--- src/rtl/imm_lut_ctrl.sv ---
// Writable immediate lookup table: reloads defaults after reset, 1-cycle reads, valid/ready writes.
// Optional write lock enabled by macro IMM_LUT_LOCK_EN (adds lock_req, locked, wr_err).
module imm_lut_ctrl #(
  parameter int DATA_W = 8,
  parameter int ADDR_W = 4
) (
  input  logic              Clk,
  input  logic              Reset,
  input  logic              rd_en,
  input  logic [ADDR_W:0]   rd_in,
  output logic              rd_valid,
  output logic [DATA_W-1:0] datOut,
  input  logic              wr_valid,
  output logic              wr_ready,
  input  logic [ADDR_W-1:0] wr_addr,
  input  logic [DATA_W-1:0] wr_data,
  output logic              busy
`ifdef IMM_LUT_LOCK_EN
  ,
  input  logic              lock_req,
  output logic              locked,
  output logic              wr_err
`endif
);

  localparam int DEPTH = 2 ** ADDR_W;
  localparam logic [ADDR_W-1:0] LAST_IDX = ADDR_W'(DEPTH - 1);

`ifdef IMM_LUT_LOCK_EN
  typedef enum logic [1:0] {S_INIT, S_RUN, S_LOCKED} state_t;
`else
  typedef enum logic [1:0] {S_INIT, S_RUN} state_t;
`endif

  state_t            state_q, state_d;
  logic [ADDR_W-1:0] idx_q, idx_d;
  logic [DATA_W-1:0] mem_q [DEPTH];
  logic [DATA_W-1:0] mem_d [DEPTH];
  logic [DATA_W-1:0] dat_q, dat_d;
  logic              rd_valid_q, rd_valid_d;
`ifdef IMM_LUT_LOCK_EN
  logic              wr_err_q, wr_err_d;
`endif

  // Default immediates are 8-bit; sign-extend or truncate to DATA_W.
  function automatic logic [DATA_W-1:0] def_val(input logic [ADDR_W-1:0] i);
    logic [7:0]        b;
    logic [DATA_W-1:0] r;
    case (int'(i))
      0:       b = 8'hF1;
      1:       b = 8'h80;
      2:       b = 8'h81;
      3:       b = 8'hC8;
      4:       b = 8'h82;
      5:       b = 8'h26;
      6:       b = 8'hD7;
      7:       b = 8'h40;
      8:       b = 8'h00;
      9:       b = 8'hF5;
      10:      b = 8'h80;
      11:      b = 8'h4A;
      12:      b = 8'hF0;
      default: b = 8'h00;
    endcase
    for (int k = 0; k < DATA_W; k++) begin
      r[k] = (k < 8) ? b[3'(k)] : b[7];
    end
    return r;
  endfunction

  always_comb begin
    state_d    = state_q;
    idx_d      = idx_q;
    mem_d      = mem_q;
    dat_d      = dat_q;
    rd_valid_d = 1'b0;
    wr_ready   = 1'b0;
    busy       = 1'b0;
`ifdef IMM_LUT_LOCK_EN
    wr_err_d   = 1'b0;
`endif
    if (state_q == S_INIT) begin
      busy          = 1'b1;
      mem_d[idx_q]  = def_val(idx_q);
      idx_d         = idx_q + ADDR_W'(1);
      if (idx_q == LAST_IDX) begin
        state_d = S_RUN;
      end
    end else begin
      wr_ready = 1'b1;
      // Read samples mem_q, so a same-cycle write to the same entry returns the old value.
      if (rd_en) begin
        rd_valid_d = 1'b1;
        dat_d      = rd_in[ADDR_W] ? mem_q[rd_in[ADDR_W-1:0]] : DATA_W'(rd_in[ADDR_W-1:0]);
      end
`ifdef IMM_LUT_LOCK_EN
      if (wr_valid) begin
        if (state_q == S_LOCKED) begin
          wr_err_d = 1'b1;
        end else begin
          mem_d[wr_addr] = wr_data;
        end
      end
      if (state_q == S_RUN && lock_req) begin
        state_d = S_LOCKED;
      end
`else
      if (wr_valid) begin
        mem_d[wr_addr] = wr_data;
      end
`endif
    end
  end

  always_ff @(posedge Clk) begin
    if (Reset) begin
      state_q    <= S_INIT;
      idx_q      <= '0;
      dat_q      <= '0;
      rd_valid_q <= 1'b0;
`ifdef IMM_LUT_LOCK_EN
      wr_err_q   <= 1'b0;
`endif
    end else begin
      state_q    <= state_d;
      idx_q      <= idx_d;
      dat_q      <= dat_d;
      rd_valid_q <= rd_valid_d;
      mem_q      <= mem_d;
`ifdef IMM_LUT_LOCK_EN
      wr_err_q   <= wr_err_d;
`endif
    end
  end

  assign datOut   = dat_q;
  assign rd_valid = rd_valid_q;
`ifdef IMM_LUT_LOCK_EN
  assign wr_err   = wr_err_q;
  assign locked   = (state_q == S_LOCKED);
`endif

endmodule

--- config.mk ---
export PLATFORM = sky130hd
export DESIGN_NAME = imm_lut_ctrl
export DESIGN_NICKNAME = d
export VERILOG_FILES = /design/src/rtl/imm_lut_ctrl.sv
export SDC_FILE = /design/constraint.sdc
export NUM_CORES = 1
export LEC_CHECK = 0
export CAP_MARGIN = 10
export CORE_MARGIN = 2
export CORE_UTILIZATION = 50
export CTS_BUF_LIST = sky130_fd_sc_hd__clkbuf_2
export DETAILED_ROUTE_END_ITERATION = 8
export PLACE_DENSITY_LB_ADDON = 0.05
export SLEW_MARGIN = 30
export SYNTH_ARGS = -nofsm -noshare
export SYNTH_HDL_FRONTEND = slang
export SYNTH_SLANG_ARGS = --single-unit
--- constraint.sdc ---
create_clock -name Clk -period 2.4 [get_ports Clk]
set_clock_uncertainty 0.2 [all_clocks]
set_input_delay 0.48 -clock Clk [delete_from_list [all_inputs] [get_ports Clk]]
set_output_delay 0.48 -clock Clk [all_outputs]
set_load 0.02 [all_outputs]
---- After elaboration in Yosys (flattened, before gate mapping) ----
Memory sizes are Yosys's and may differ from the RTL's. A register that Yosys moved wholly into a read port is not among the register bits.
Index checks and enable logic that the tools add are counted.
storage, ports and cells
  bits in registers ....................... 142
  ROM bits ................................ 128
  input port bits ......................... 21
  output and inout bits ................... 11
  logic and storage cells ................. 59
  memories ................................ 1
memory list
  name             words  bits a word  read ports  clocked after Yosys merged registers in  write ports  line  RTL
  (no name shown)  16     8            1           1                                        0            49    case (int'(i))
cells by class
  add/subtract/negate cells ............... 1
  magnitude comparators ................... 5
  equality and inequality tests ........... 1
  multiplexer cells ....................... 18
  bitwise operators ....................... 5
  reduce and logical (&&, ||, !) cells .... 8
operator list
  cell                                                                   count
  128-bit bitwise mux                                                    2
  128-bit two-way mux                                                    2
  8-bit demux with 4-bit select                                          2
  8-bit two-way mux                                                      5
  8-bit binary-select mux with 4-bit select                              1
  5-bit >= comparator (second input constant)                            3
  4-bit NOT with 5-bit output                                            3
  4-bit two-way mux                                                      3
  5-bit by 1-bit < comparator with 1-bit output (second input constant)  2
  2-bit AND reduction                                                    3
  4-bit by 1-bit adder with 4-bit output (second input constant)         1
  4-bit == test (second input constant)                                  1
  1-bit two-way mux                                                      3
  1-bit logical AND                                                      2
  2-bit logical NOT                                                      1
  1-bit NOT                                                              2
  2-bit nonzero test                                                     1
  2-bit OR reduction                                                     1

---- Longest topological paths before layout ----
  word-level depth ........................ 8
  mapped depth ............................ 7
  mapped depth without buffers ............ 7

---- Worst setup path before layout ----
OpenSTA, ideal clock, no wires.
  path kind ............................... in2reg
  start point ............................. input port wr_addr[2]
  end point ............................... register mem_q[56] in the netlist's numbering (enable)
  setup time .............................. 0.370 ns
  arrival time ............................ 1.887 ns
  data required time ...................... 1.830 ns
  path slack .............................. -0.057 ns
  stages on the path ...................... 6
  path buffers ............................ 2
  cell sequence ........................... buf_2 -> nand2b_1 -> or3_1 -> buf_2 -> mux2_2 -> nor2_1
RTL lines
  what                    line  RTL
  start: declaration      15    input logic [ADDR_W-1:0] wr_addr,
  end signal: assignment  129   mem_q <= mem_d;
  end: declaration        37    logic [DATA_W-1:0] mem_q [DEPTH];

---- Final worst setup path ----
  start point ............................. register state_q[0]
  end point ............................... output port busy
between the ends
  cells in the longest elaborated chain, start to end .. 2
ends and longest elaborated chain
  what                      line  RTL
  start: declaration        35    state_t state_q, state_d;
  start signal: assignment  125   state_q <= state_d;
  2-bit logical NOT         82    if (state_q == S_INIT) begin
  1-bit two-way mux         82
  end: declaration          17    output logic busy
Every way passes these cells.

==> results.json <==
{
  "clockBufferDepth": 2,
  "ant_nets": 0,
  "die_area_um2": 15400,
  "postSynthAreaPerCell_um2": 13.2,
  "viasPerCell": 6.28,
  "clkTransAtPathRegs_ps": 190,
  "p_leak_uw": 0.00330,
  "crit_type": "flop to primary output",
  "gp_congestion": 0.885,
  "critPathArrivalTime_ps": 1610,
  "remaining_drc_errors": 0,
  "p_sw_frac": 0.245,
  "io_pins": 32,
  "design.core.area_um2": 14000,
  "p_sw_uw": 1140,
  "setup_violations": 0,
  "initial_core_util": 0.517,
  "routed_wl_um": 20400,
  "syn_nets": 574,
  "synth_seq_cells": 146,
  "ir_drop_v": 0.000295,
  "die_w_um": 124,
  "drv_slew": 0,
  "synth-edff-count": 128,
  "powerDensity_nw_per_um2": 556,
  "grt_pass1_wl_um": 30900,
  "syn-cell-area_um2": 7230,
  "chipHeight_um": 124,
  "vias": 5166,
  "synth-async-reset-ratio": 0,
  "rsz0062_at_grt": "no",
  "ys_types": 52,
  "cts_tree": "built",
  "min_period_ps": 2290,
  "port_buffers": 31,
  "cts_root_buf": "clkbuf_2",
  "p_clk_frac": 0.310,
  "cp-start-kind": "flop",
  "clk-insertion-delay-late_ps": 740,
  "drtIter0Drc": 627,
  "status": "completed",
  "max_stage_delay_ps": 470,
  "finalPower_uw": 4660,
  "p_int_uw": 3520,
  "first_pass_iters": 5,
  "final_nets": 655,
  "max_freq_ghz": 0.437,
  "grtUsageTotal": 0.272,
  "cp-end-kind": "primary output",
  "grt_max_degree": 41,
  "wire_per_inst_um": 24.8,
  "yosys_warnings": 0,
  "hold_viol_final": 0,
  "tightest_slew_ps": 622,
  "synthFlopType": "edfxtp_1",
  "crit_chain": "inv_1 -> dlygate4sd2_1",
  "grt_pass1_vias": 4986,
  "slowest_stage": "dfxtp_4",
  "crit_fanout": 13,
  "final_util": 0.600,
  "required_ps": 1720,
  "p_seq_frac": 0.601,
  "drive_above_1_share": 0.220,
  "ys_seq_area_frac": 0.581,
  "syn2layout_area_growth_pct": 16.0,
  "num_rows": 43,
  "grt.overflow.total": 0,
  "syn_inst": 547,
  "cts_made_buffers": 17,
  "p_comb_frac": 0.089,
  "slew_headroom": 0.584,
  "fin_crit_sh": 0.953,
  "hold_ws_ps": 196,
  "cts.sinks": 146,
  "cts_max_level": 4,
  "hp-class": "input pin to flop",
  "antenna_found_initial": 1,
  "drv_cap": 0,
  "hpwl_um": 15100
}
==> cells by family after synthesis <==
kind of cell | share of synthesized area
muxes | 0.122
xor gates and xnor gates | 0.00485
AOI/OAI and AO/OA | 0.111
DFF | 0.581
buffers and inverters | 0.0369
and+or+nand+nor | 0.134
adders and majority gates | 0.0104
==> Yosys cell counts (14+ instances only) <==
cell      count  area [um2]
edfxtp_1    128        3840
a21oi_1      14        70.1
nand2_1      26        97.6
o22ai_1      17         106
nor2_1       57         214
and3_1       48         300
clkbuf_1     24        90.1
buf_2        16        80.1
a22o_1       44         385
dfxtp_1      18         360
mux4_1       17         447
and2_1       16         100
==> path summary, 6_finish.rpt <==
check                                             start                     end  slack [ps]  cells past startpoint
worst max-delay path            state_q[0]$_SDFFE_PP0P_                    busy         110                      2
worst min-delay path                              rd_en  datOut[0]$_SDFFE_PP0P_         200                      2
worst max register to register    idx_q[0]$_SDFFE_PP0N_     mem_q[66]$_DFFE_PP_         200                      5
worst min register to register   datOut[2]$_SDFFE_PP0P_  datOut[2]$_SDFFE_PP0P_         290                      2
==> state kept, by name, indices dropped and copies added, names as in the netlist, named ones only <==
register,cells
mem_q,128
state_q,1
datOut,8
idx_q,4
rd_valid,1
==> per-layer routing <==
layer  vias up  global-route usage  part of all wire
met5         -                   0                 0
met4         0              0.0925             0.016
met3        27              0.0662             0.093
met2       298               0.411              0.47
met1      2531               0.390              0.42
li1       2310                   -                 -
==> critical path, delay by kind of cell, from the launching register on <==
| kind | cells | cell delay (ps) |
|---|---|---|
| flip-flops | 1 | 470 |
| buffers and inverters | 2 | 410 |
==> timing repair <==
item                                   CTS  global route
endpoints found under the hold margin    0             0
buffers inserted                         0             0
setup endpoints to repair               11             0
resized for setup                       12             0
hold buffers                             0             0
==> layout by cell type, fill, tap and decap left out, types with 3 or more instances in the layout <==
| master | Yosys | final |
|---|---|---|
| nor3_1 | 5 | 5 |
| mux4_1 | 17 | 17 |
| mux2_2 | 11 | 11 |
| nor2b_1 | 3 | 3 |
| a21oi_1 | 14 | 14 |
| a22o_1 | 44 | 44 |
| nand2_1 | 26 | 26 |
| and2_1 | 16 | 16 |
| buf_4 | 4 | 75 |
| o21ai_0 | 4 | 4 |
| a22oi_1 | 4 | 4 |
| nand3_1 | 8 | 8 |
| mux2i_1 | 4 | 4 |
| buf_12 | 1 | 3 |
| dfxtp_1 | 18 | 17 |
| nor2_1 | 57 | 55 |
| ha_1 | 6 | 6 |
| inv_1 | 8 | 8 |
| o22ai_1 | 17 | 17 |
| nand2b_1 | 6 | 6 |
| bufinv_16 | 0 | 3 |
| mux4_2 | 12 | 12 |
| nand3b_1 | 3 | 3 |
| or3_1 | 4 | 4 |
| a31oi_1 | 6 | 6 |
| clkdlybuf4s50_1 | 0 | 20 |
| dlygate4sd2_1 | 0 | 11 |
| edfxtp_1 | 128 | 128 |
| clkinv_2 | 0 | 6 |
| and3_1 | 48 | 48 |
| clkbuf_2 | 1 | 19 |
==> metrics by stage <==
stage          std cells  setup TNS (ps)  instance area (um2)  setup slack (ps)
3_5_place_dp         789           -8610                 8160              -264
6_report             822               0                 8390               114
4_1_cts              821               0                 8390              57.0
5_1_grt              822               0                 8390              1.01
3_3_place_gp         789           -5930                 8160              -222
2_1_floorplan        547               0                 7240              49.9
==> power by group through the flow <==
stage,clock (uW),sequential (uW),combinational (uW)
floorplan,0,2830,244
global placement,0,2850,403
detailed placement,0,2860,409
CTS,1460,2800,411
global route,1550,2800,443
finish,1440,2800,416
==> layout make-up <==
class / count / area, um2
antenna: 1 / 2.50
clock buffer: 19 / 95.1
clock inverter: 13 / 143
fill: 1150 / 5600
inverter: 8 / 30.0
multi-input combinational: 346 / 2770
sequential: 146 / 4210
tap: 180 / 225
timing repair buffer: 109 / 920
Note: power is estimated with default switching activity, not from simulation.
